===== config.mk =====
export PLATFORM = sky130hd
export DESIGN_NAME = arm7tdmi_jtag_scan_master
export DESIGN_NICKNAME = d
export VERILOG_FILES = /design/src/rtl/arm7tdmi_jtag_pkg.sv /design/src/rtl/arm7tdmi_jtag_tck_gen.sv /design/src/rtl/arm7tdmi_jtag_scan_master.sv
export SDC_FILE = /design/constraint.sdc
export NUM_CORES = 1
export LEC_CHECK = 0
export BUFFER_PORTS_ARGS = -buffer_cell sky130_fd_sc_hd__buf_2
export CAP_MARGIN = 5
export CORE_ASPECT_RATIO = 1.2
export CORE_UTILIZATION = 52
export CTS_CLUSTER_DIAMETER = 100
export DETAILED_ROUTE_END_ITERATION = 7
export GPL_ROUTABILITY_DRIVEN = 0
export GPL_TIMING_DRIVEN = 0
export PLACE_DENSITY_LB_ADDON = 0.25
export SYNTH_ARGS = -nofsm -noshare
export SYNTH_HDL_FRONTEND = slang
export SYNTH_SLANG_ARGS = --single-unit

===== constraint.sdc =====
create_clock -name clk -period 2.85 [get_ports clk]
set_input_delay 0.4275 -clock clk [delete_from_list [all_inputs] [get_ports clk]]
set_output_delay 0.4275 -clock clk [all_outputs]
set_load 0.02 [all_outputs]

===== src/rtl/arm7tdmi_jtag_pkg.sv =====
// Shared types and TMS sequences for the ARM7TDMI JTAG scan master.
// Patterns are stored LSB-first: bit k is the TMS value of step k.
package arm7tdmi_jtag_pkg;

  typedef enum logic [1:0] {
    OP_RESET   = 2'd0,
    OP_IR_SCAN = 2'd1,
    OP_DR_SCAN = 2'd2,
    OP_IDLE    = 2'd3
  } jtag_op_e;

  typedef enum logic [2:0] {
    S_IDLE,
    S_PRE,
    S_SHIFT,
    S_POST,
    S_RSP
  } jtag_state_e;

  localparam logic [5:0] RESET_TMS  = 6'b011111;
  localparam logic [2:0] RESET_LEN  = 3'd6;
  localparam logic [5:0] IR_PRE_TMS = 6'b000011;
  localparam logic [2:0] IR_PRE_LEN = 3'd4;
  localparam logic [5:0] DR_PRE_TMS = 6'b000001;
  localparam logic [2:0] DR_PRE_LEN = 3'd3;
  localparam logic [1:0] POST_TMS   = 2'b01;
  localparam logic [2:0] POST_LEN   = 3'd2;

  localparam logic [3:0] IR_IDCODE  = 4'b1110;
  localparam logic [3:0] IR_BYPASS  = 4'b1111;

  function automatic logic [5:0] pre_tms(input jtag_op_e op);
    case (op)
      OP_RESET:   return RESET_TMS;
      OP_IR_SCAN: return IR_PRE_TMS;
      OP_DR_SCAN: return DR_PRE_TMS;
      default:    return 6'b000000;
    endcase
  endfunction

  function automatic logic [2:0] pre_len(input jtag_op_e op);
    case (op)
      OP_RESET:   return RESET_LEN;
      OP_IR_SCAN: return IR_PRE_LEN;
      OP_DR_SCAN: return DR_PRE_LEN;
      default:    return 3'd0;
    endcase
  endfunction

endpackage


===== src/rtl/arm7tdmi_jtag_tck_gen.sv =====
// TCK divider: tck toggles every TCK_DIV clk cycles while en; rise/fall strobes are
// high in the cycle before the edge that toggles tck. No backpressure; held low when idle.
module arm7tdmi_jtag_tck_gen #(
  parameter int TCK_DIV = 2
) (
  input  logic clk,
  input  logic rst_n,
  input  logic en,
  output logic tck,
  output logic rise,
  output logic fall
);

  localparam int CW = (TCK_DIV > 1) ? $clog2(TCK_DIV) : 1;

  logic [CW-1:0] cnt;
  logic          wrap;

  assign wrap = (cnt == CW'(TCK_DIV - 1));
  assign rise = en && wrap && !tck;
  assign fall = en && wrap && tck;

  always_ff @(posedge clk or negedge rst_n) begin
    if (!rst_n) begin
      cnt <= '0;
      tck <= 1'b0;
    end else if (!en) begin
      cnt <= '0;
      tck <= 1'b0;
    end else if (wrap) begin
      cnt <= '0;
      tck <= ~tck;
    end else begin
      cnt <= cnt + 1'b1;
    end
  end

endmodule


===== src/rtl/arm7tdmi_jtag_scan_master.sv =====
// Command-driven JTAG sequencer: accept -> N TCK steps -> 1-cycle rsp_valid at T+1+2N*TCK_DIV.
// Only one command in flight; cmd_ready is low while busy, responses cannot be stalled.
module arm7tdmi_jtag_scan_master #(
  parameter int TCK_DIV = 2,
  parameter int MAX_LEN = 64
) (
  input  logic               clk,
  input  logic               rst_n,
  input  logic               cmd_valid,
  output logic               cmd_ready,
  input  logic [1:0]         cmd_op,
  input  logic [6:0]         cmd_len,
  input  logic [MAX_LEN-1:0] cmd_data,
  output logic               rsp_valid,
  output logic               rsp_err,
  output logic [MAX_LEN-1:0] rsp_data,
  output logic               busy,
  output logic               tck,
  output logic               tms,
  output logic               tdi,
  input  logic               tdo,
  output logic               trst_n
);

  import arm7tdmi_jtag_pkg::*;

  jtag_state_e        state, nxt_state;
  jtag_op_e           op_q;
  logic [6:0]         len_q, bit_idx, nxt_bit;
  logic [2:0]         step, nxt_step;
  logic [MAX_LEN-1:0] data_q, cap;
  logic               err_q, arm, len_bad;
  logic               nxt_done, nxt_tms, nxt_tdi;
  logic               tck_rise, tck_fall;
  logic [5:0]         pre_pat;

  assign len_bad = (cmd_op == OP_IR_SCAN || cmd_op == OP_DR_SCAN) &&
                   (cmd_len == 7'd0 || 32'(cmd_len) > MAX_LEN);

  // arm marks the cycle between accept and step 0, so the divider starts counting at T+1.
  arm7tdmi_jtag_tck_gen #(.TCK_DIV(TCK_DIV)) u_tck_gen (
    .clk  (clk),
    .rst_n(rst_n),
    .en   (busy && !arm),
    .tck  (tck),
    .rise (tck_rise),
    .fall (tck_fall)
  );

  // Position and pin values of the step that follows the current one.
  always_comb begin
    nxt_state = state;
    nxt_step  = 3'd0;
    nxt_bit   = 7'd0;
    nxt_done  = 1'b0;
    nxt_tms   = 1'b0;
    nxt_tdi   = 1'b0;
    pre_pat   = pre_tms(op_q);
    if (arm) begin
      if (err_q || (op_q == OP_IDLE && len_q == 7'd0)) nxt_done = 1'b1;
      else if (op_q == OP_IDLE)                        nxt_state = S_SHIFT;
      else                                             nxt_state = S_PRE;
    end else begin
      case (state)
        S_PRE: begin
          if (step == pre_len(op_q) - 3'd1) begin
            if (op_q == OP_RESET) nxt_done = 1'b1;
            else                  nxt_state = S_SHIFT;
          end else begin
            nxt_step = step + 3'd1;
          end
        end
        S_SHIFT: begin
          if (bit_idx == len_q - 7'd1) begin
            if (op_q == OP_IDLE) nxt_done = 1'b1;
            else                 nxt_state = S_POST;
          end else begin
            nxt_bit = bit_idx + 7'd1;
          end
        end
        S_POST: begin
          if (step == POST_LEN - 3'd1) nxt_done = 1'b1;
          else                         nxt_step = step + 3'd1;
        end
        default: ;
      endcase
    end
    case (nxt_state)
      S_PRE:  nxt_tms = pre_pat[nxt_step];
      S_SHIFT: begin
        if (op_q != OP_IDLE) begin
          nxt_tms = (nxt_bit == len_q - 7'd1);
          nxt_tdi = |(data_q & ({{(MAX_LEN-1){1'b0}}, 1'b1} << nxt_bit));
        end
      end
      S_POST: nxt_tms = POST_TMS[nxt_step[0]];
      default: ;
    endcase
  end

  always_ff @(posedge clk or negedge rst_n) begin
    if (!rst_n) begin
      state     <= S_IDLE;
      cmd_ready <= 1'b0;
      busy      <= 1'b0;
      arm       <= 1'b0;
      tms       <= 1'b1;
      tdi       <= 1'b0;
      trst_n    <= 1'b0;
      rsp_valid <= 1'b0;
      rsp_err   <= 1'b0;
      rsp_data  <= '0;
      op_q      <= OP_RESET;
      len_q     <= 7'd0;
      data_q    <= '0;
      err_q     <= 1'b0;
      cap       <= '0;
      step      <= 3'd0;
      bit_idx   <= 7'd0;
    end else begin
      trst_n    <= 1'b1;
      rsp_valid <= 1'b0;
      rsp_err   <= 1'b0;
      case (state)
        S_IDLE: begin
          cmd_ready <= 1'b1;
          if (cmd_valid && cmd_ready) begin
            cmd_ready <= 1'b0;
            busy      <= 1'b1;
            arm       <= 1'b1;
            op_q      <= jtag_op_e'(cmd_op);
            len_q     <= cmd_len;
            data_q    <= cmd_data;
            err_q     <= len_bad;
            cap       <= '0;
            state     <= S_PRE;
          end
        end
        S_PRE, S_SHIFT, S_POST: begin
          if (tck_rise && state == S_SHIFT && op_q != OP_IDLE)
            cap <= cap | ({{(MAX_LEN-1){1'b0}}, tdo} << bit_idx);
          if (arm || tck_fall) begin
            arm <= 1'b0;
            if (nxt_done) begin
              state     <= S_RSP;
              busy      <= 1'b0;
              rsp_valid <= 1'b1;
              rsp_err   <= err_q;
              rsp_data  <= cap;
              tms       <= 1'b0;
              tdi       <= 1'b0;
            end else begin
              state   <= nxt_state;
              step    <= nxt_step;
              bit_idx <= nxt_bit;
              tms     <= nxt_tms;
              tdi     <= nxt_tdi;
            end
          end
        end
        S_RSP: begin
          state     <= S_IDLE;
          cmd_ready <= 1'b1;
        end
        default: state <= S_IDLE;
      endcase
    end
  end

endmodule


# [Word-level counts from Yosys, hierarchy flattened]
# Cells that the tools add are included.
[word_totals] register_bits=225 latchBits=0 ramBits=0 rom_bits=0 in_bits=77 wordCells=148 n_memories=0
[op_classes] addsub=5 mul=0 div=0 magnitude_cmp=3 n_eq_ne=22 shift=2 mux=62 bitwise_logic=4 n_reduce_logical=31
[ops] op="2-to-1 mux 64 bit" n=2
[ops] op="case mux 64 bit (2 select lines)" n=1
[ops] op="bitwise AND 64 bit" n=1
[ops] op="OR 64 bit" n=1
[ops] op="OR reduction 64 bit" n=1
[ops] op="left shift 1 x 7 -> 64 bit" n=1
[ops] op="left shift 1 x 7 -> 64 bit, first input constant" n=1
[ops] op="2-to-1 mux 3 bit" n=14
[ops] op="2-to-1 mux 1 bit" n=30
[ops] op="2-to-1 mux 7 bit" n=3
[ops] op="case mux 3 bit (2 select lines)" n=3
[ops] op="case mux 5 bit (3 select lines)" n=1
[ops] op="equality test 7 bit" n=2
[ops] op="logical NOT 7 bit" n=2
[ops] op="equality test 3 x 2 -> 1 bit, second input constant" n=4
[ops] op="inequality test 2 bit, second input constant" n=6
[ops] op="AND reduction 3 bit" n=4
[ops] op="equality test 3 x 1 -> 1 bit, second input constant" n=3
[ops] op="logical AND 1 bit" n=9
[ops] op="case mux 3 bit (3 select lines)" n=1
[ops] op="adder 7 x 1 -> 7 bit, second input constant" n=1
[ops] op="> comparator 7 bit, second input constant" n=1
[ops] op="subtractor 7 x 1 -> 7 bit, second input constant" n=1
[ops] op="equality test 2 bit, second input constant" n=3
[ops] op="21 further kinds" n=33

# [Longest topological paths before layout]
[depth] ltp_word=13 mapped_depth=13 ltp_nobuf=11

# [By module]
# A second synthesis with hierarchy kept.
[hier_totals] hier_cells=1083 hier_area_um2=10761.6
[modules_own_cells] module="arm7tdmi_jtag_scan_master" instances=1 cells_per_inst=1075 area_each_um2=10672.7 seq_area_each_um2=5581.6
[modules_own_cells] module="arm7tdmi_jtag_tck_gen" instances=1 cells_per_inst=8 area_each_um2=88.8 seq_area_each_um2=50.0

# [Worst setup path after synthesis]
# Ideal clock, no wire load.
[synth_path] kind="reg2reg" startpoint="register bit_idx[1]" endpoint="register tdi" setup_ns=0.127 arrival_ns=2.729 t_required_ns=2.723 slack_ns=-0.006 path_stages_with_launch=12 path_buffers=2 period_less_slack_ns=2.856 cell_sequence="dfrtp_1 > clkbuf_1 > nand3_1 > xnor2_2 > clkbuf_1 > mux2i_1 > nor3_1 > nor3_1 > nand3_1 > o41a_1 > o211ai_1 > nand3_1"
[synth_via] elab_chain_cells=10 elab_cells_between_ends=18
[synth_rtl] item="start, declared" line="arm7tdmi_jtag_scan_master.sv:29" rtl="logic [6:0] len_q, bit_idx, nxt_bit;"
[synth_rtl] item="start signal, assigned" line="arm7tdmi_jtag_scan_master.sv:155" rtl="bit_idx <= nxt_bit;"
[synth_rtl] item="adder 7 x 1 -> 7 bit or equality test 7 bit (tied branches)" line="arm7tdmi_jtag_scan_master.sv:78, arm7tdmi_jtag_scan_master.sv:74"
[synth_rtl] item="2-to-1 mux 7 bit" line="arm7tdmi_jtag_scan_master.sv:74" rtl="if (bit_idx == len_q - 7'd1) begin"
[synth_rtl] item="2-to-1 mux 7 bit" line="arm7tdmi_jtag_scan_master.sv:64" rtl="case (state)"
[synth_rtl] item="2-to-1 mux 7 bit" line="arm7tdmi_jtag_scan_master.sv:59" rtl="if (arm) begin"
[synth_rtl] item="left shift 1 x 7 -> 64 bit" line="arm7tdmi_jtag_scan_master.sv:93" rtl="nxt_tdi = |(data_q & ({{(MAX_LEN-1){1'b0}}, 1'b1} << nxt_bit));"
[synth_rtl] item="bitwise AND 64 bit" line="arm7tdmi_jtag_scan_master.sv:93"
[synth_rtl] item="OR reduction 64 bit" line="arm7tdmi_jtag_scan_master.sv:93"
[synth_rtl] item="2-to-1 mux 1 bit" line="arm7tdmi_jtag_scan_master.sv:91" rtl="if (op_q != OP_IDLE) begin"
[synth_rtl] item="2-to-1 mux 1 bit" line="arm7tdmi_jtag_scan_master.sv:88" rtl="case (nxt_state)"
[synth_rtl] item="2-to-1 mux 1 bit *" line="arm7tdmi_jtag_scan_master.sv:144" rtl="if (nxt_done) begin"
[synth_rtl] item="end signal, assigned" line="arm7tdmi_jtag_scan_master.sv:157" rtl="tdi <= nxt_tdi;"
[synth_rtl] item="end, declared" line="arm7tdmi_jtag_scan_master.sv:20" rtl="output logic tdi,"
# Mark *: on every way between the ends. The rest lies on a longest branch, timed or not.
# A chain may end at the register's enable or synchronous reset.

# [Worst setup path in the final report]
[layout_path] startpoint="register len_q[0]" endpoint="register tms"
[layout_via] elab_chain_cells=9 elab_cells_between_ends=23
[layout_rtl] item="start, declared" line="arm7tdmi_jtag_scan_master.sv:29"
[layout_rtl] item="start signal, assigned" line="arm7tdmi_jtag_scan_master.sv:132" rtl="len_q <= cmd_len;"
[layout_rtl] item="subtractor 7 x 1 -> 7 bit" line="arm7tdmi_jtag_scan_master.sv:74, arm7tdmi_jtag_scan_master.sv:92"
[layout_rtl] item="equality test 7 bit" line="arm7tdmi_jtag_scan_master.sv:74"
[layout_rtl] item="2-to-1 mux 7 bit" line="arm7tdmi_jtag_scan_master.sv:74"
[layout_rtl] item="2-to-1 mux 7 bit" line="arm7tdmi_jtag_scan_master.sv:64"
[layout_rtl] item="2-to-1 mux 7 bit" line="arm7tdmi_jtag_scan_master.sv:59"
[layout_rtl] item="equality test 7 bit" line="arm7tdmi_jtag_scan_master.sv:92" rtl="nxt_tms = (nxt_bit == len_q - 7'd1);"
[layout_rtl] item="2-to-1 mux 1 bit" line="arm7tdmi_jtag_scan_master.sv:91"
[layout_rtl] item="case mux 1 bit (3 select lines)" line="arm7tdmi_jtag_scan_master.sv:88"
[layout_rtl] item="2-to-1 mux 1 bit *" line="arm7tdmi_jtag_scan_master.sv:144"
[layout_rtl] item="end signal, assigned" line="arm7tdmi_jtag_scan_master.sv:156" rtl="tms <= nxt_tms;"
[layout_rtl] item="end, declared" line="arm7tdmi_jtag_scan_master.sv:19" rtl="output logic tms,"
# Marked as above.

==> impl_metrics.py <==
metrics = {
    "clock_network": {
        "numCtsBuffers": 23,
        "clock_latency_ns": 0.50,
        "tritoncts": "built",
        "cts_max_level": 1,
        "clock_path_buffers": 3,
        "clock_sinks": 225,
        "cts_root_buffer": "clkbuf_16",
        "clk_pin_slew_ns": 0.06,
    },
    "worst_setup_path": {
        "worst-setup-path-type": "flop to flop",
        "cp-start-kind": "flop",
        "path_max_fanout": 4,
        "worstPathRequired_ns": 3.27,
        "cp-end-kind": "flop",
        "cp_data_arrival_time_ns": 3.36,
    },
    "cells_and_area": {
        "antenna_cells": 0,
        "drive_gt1_share_pct": 22.2,
        "syn_to_final_growth_pct": 25.6,
        "final_net_count": 1451,
        "final_util_pct": 67.2,
        "instances_no_fill": 1631,
    },
    "synthesis": {
        "yosys.area.top_type": "dfrtp_1",
        "ys_ff_latch": 225,
        "yosys_warnings": 0,
        "synth_edf_count": 0,
        "syn_area_um2": 10200,
        "synth_area_leaders": "dfrtp_1 (55%), nand2_1 (16%), a21oi_1 (3.8%)",
        "synth_cell_type_count": 71,
        "seq_area_frac_synth_pct": 55.2,
        "async_flop_share_pct": 100,
        "syn-num-nets": 1243,
        "syn_area_per_cell_um2": 8.83,
        "yosysTopAreaCellShare_pct": 54.9,
        "syn_inst": 1156,
        "ys.flop_type": "dfrtp_1",
    },
    "timing": {
        "hold_viol": 0,
        "fin_ws_ns": -0.0948,
        "fin_crit_ns": 2.94,
        "skew_ns": 0.0111,
        "setup-violations-final": 47,
        "period_share_pct": 103,
        "maxSlewHeadroom_pct": 34.8,
        "hold_slack_ns": 0.115,
        "tightest_slew_ns": 0.975,
        "clock.fmax_mhz": 340,
        "slew_viol_final": 0,
        "grt_setup_unrepaired": "yes",
    },
    "floorplan": {
        "ios": 149,
        "die_area_um2": 20200,
        "core-area_um2": 19100,
        "start_util_pct": 53.5,
        "fp-row-count": 55,
        "die_h_um": 155,
        "fp.dieW_um": 130,
    },
    "drt": {
        "ant_nets": 0,
        "routedWlPerCell_um": 17.7,
        "vias": 8950,
        "drtIter0Drc": 686,
        "first_pass_iters": 5,
        "drt-vias-per-instance": 5.49,
        "drcViolationCount": 0,
        "wl_mm": 28.8,
    },
    "place": {
        "port_buffers": 148,
        "pre_cts_slack_ns": -0.786,
        "dp_cells": 1561,
        "hpwl_mm": 19.1,
    },
    "status": {
        "status": "finished with violations",
        "violations": "negative setup slack",
    },
    "global_routing": {
        "grt_first_pass_wirelength_mm": 45.0,
        "antenna_found_initial": 1,
        "grt.overflow.total": 0,
        "grt_max_degree": 123,
        "grtUsageTotal_pct": 28.5,
        "first_global_vias": 8880,
    },
    "run": {
        "max_cap_viol_count": 0,
    },
    "power_and_ir_drop": {
        "p_per_area_nw_per_um2": 477,
        "leakage_nw": 6.73,
        "ir_drop_v": 0.000401,
    },
    "worst_hold_path": {
        "hp-class": "input pin to flop",
    },
}
[worst max-delay path, stage by stage, from the launching register on]
cell and delay (ns):
dfrtp_1 0.42, inv_2 0.12, ha_4 0.17, inv_2 0.04, or4b_1 0.47, a311o_2 0.44, buf_6 0.14, o31ai_4 0.33
nor2_4 0.08, xnor2_2 0.16, nor3_2 0.16, a31oi_1 0.11, o31ai_2 0.22
[sequential cells by signal (all words and copies together) (netlist names)]
name / count
trst_n: 1
u_tck_gen.tck: 1
cap: 64
rsp_valid: 1
u_tck_gen.cnt: 1
err_q: 1
rsp_err: 1
bit_idx: 7
tms: 1
state: 3
tdi: 1
busy: 1
len_q: 7
rsp_data: 64
step: 3
cmd_ready: 1
arm: 1
data_q: 64
op_q: 2
[cell families (layout without fill, tap and decap cells)]
logic type,count (synthesis),in the layout,synth area share (%)
XOR/XNOR,33,33,3.31
flip-flops,225,225,55.2
buffers and inverters,77,296,3.40
AND/OR/NAND/NOR,640,640,26.0
multiplexers,10,10,1.13
adder cells (fa/ha/maj),10,10,1.23
AO/OA/AOI/OAI,160,160,9.73
other,1,1,0.0368
[cell type report]
class	count	area, µm²
Tap cell	256	320
Clock inverter	2	13.8
Timing Repair Buffer	186	1220
Multi-Input combinational cell	854	4530
Sequential cell	225	5630
Inverter	16	65.1
Fill cell	1494	6250
Clock buffer	34	667
Buffer	58	365
[report_power, final]
| part | leakage (nW) | total (mW) | internal (mW) | switching [mW] |
|---|---|---|---|---|
| clock network | 0.334 | 2.79 | 1.60 | 1.19 |
| logic | 3.32 | 0.131 | 0.0455 | 0.0855 |
| registers | 3.07 | 3.20 | 3.20 | 0.000134 |
| total | 6.73 | 6.11 | 4.84 | 1.27 |
[per-stage QoR]
step / power [mW] / instance area [µm²] / TNS (ns)
2_1_floorplan: 3.26 / 10200 / 0
3_3_place_gp: 3.38 / 11300 / -598.93
3_5_place_dp: 3.39 / 11300 / -29.40
4_1_cts: 6.15 / 12200 / -0.230
5_1_grt: 6.27 / 12800 / -4.91
6_report: 6.11 / 12800 / -0.985
[Yosys cell counts, drive strengths merged, types with 13 or more instances]
library cell / number
nand2: 442
nor2: 100
nand3: 25
o21ai: 27
dfrtp: 224
a21oi: 77
nor3: 23
xnor2: 23
buf: 17
nand2b: 13
clkbuf: 44
inv: 16
[cell usage in the layout, fill, tap and decap left out, types with 5 or more instances in the layout]
cell,Yosys,final
buf_8,0,8
xnor2_1,22,19
clkbuf_1,44,37
nor2_4,0,8
clkbuf_16,0,31
o21ai_0,26,26
inv_1,15,12
buf_4,0,26
a22oi_1,6,6
nand3b_1,6,6
nand2b_1,13,12
clkbuf_8,0,5
nand2_1,441,434
ha_1,10,8
a21oi_1,77,76
xor2_1,7,6
buf_2,10,150
nand2_2,1,7
nor2_1,100,91
nand3_1,25,23
clkbuf_2,0,9
nor3_1,21,16
o31ai_1,7,7
dfrtp_1,224,222
a31oi_1,6,6
a32o_1,6,6
mux2i_1,7,6
buf_6,6,6
[timing repair]
item	4_1_cts	5_1_grt
endpoints found under the setup margin	145	147
gates resized for setup	37	80
hold endpoints to repair	6	0
pin swaps	10	20
cloned	0	8
hold buffers	1	0
buffers inserted	10	17
[layer usage]
layer / global-route usage, % / share of wire, %
met3: 4.06 / 5.8
met2: 48.7 / 51
met1: 36.6 / 40
met5: 0 / 0.028
met4: 11.1 / 3.8
[worst paths after layout]
path	startpoint	to	slack [ns]	cells after the start
min	cmd_data[16]	data_q[16]	0.12	3
max reg2reg	len_q[0]	tms	-0.09	12
max	len_q[0]	tms	-0.09	12
max in group asynchronous	rst_n	bit_idx[0]	1.21	3
min in group asynchronous	rst_n	data_q[26]	0.55	2
min reg2reg	rsp_data[35]	rsp_data[35]	0.46	2
Note: power is estimated with default switching activity, not from simulation.
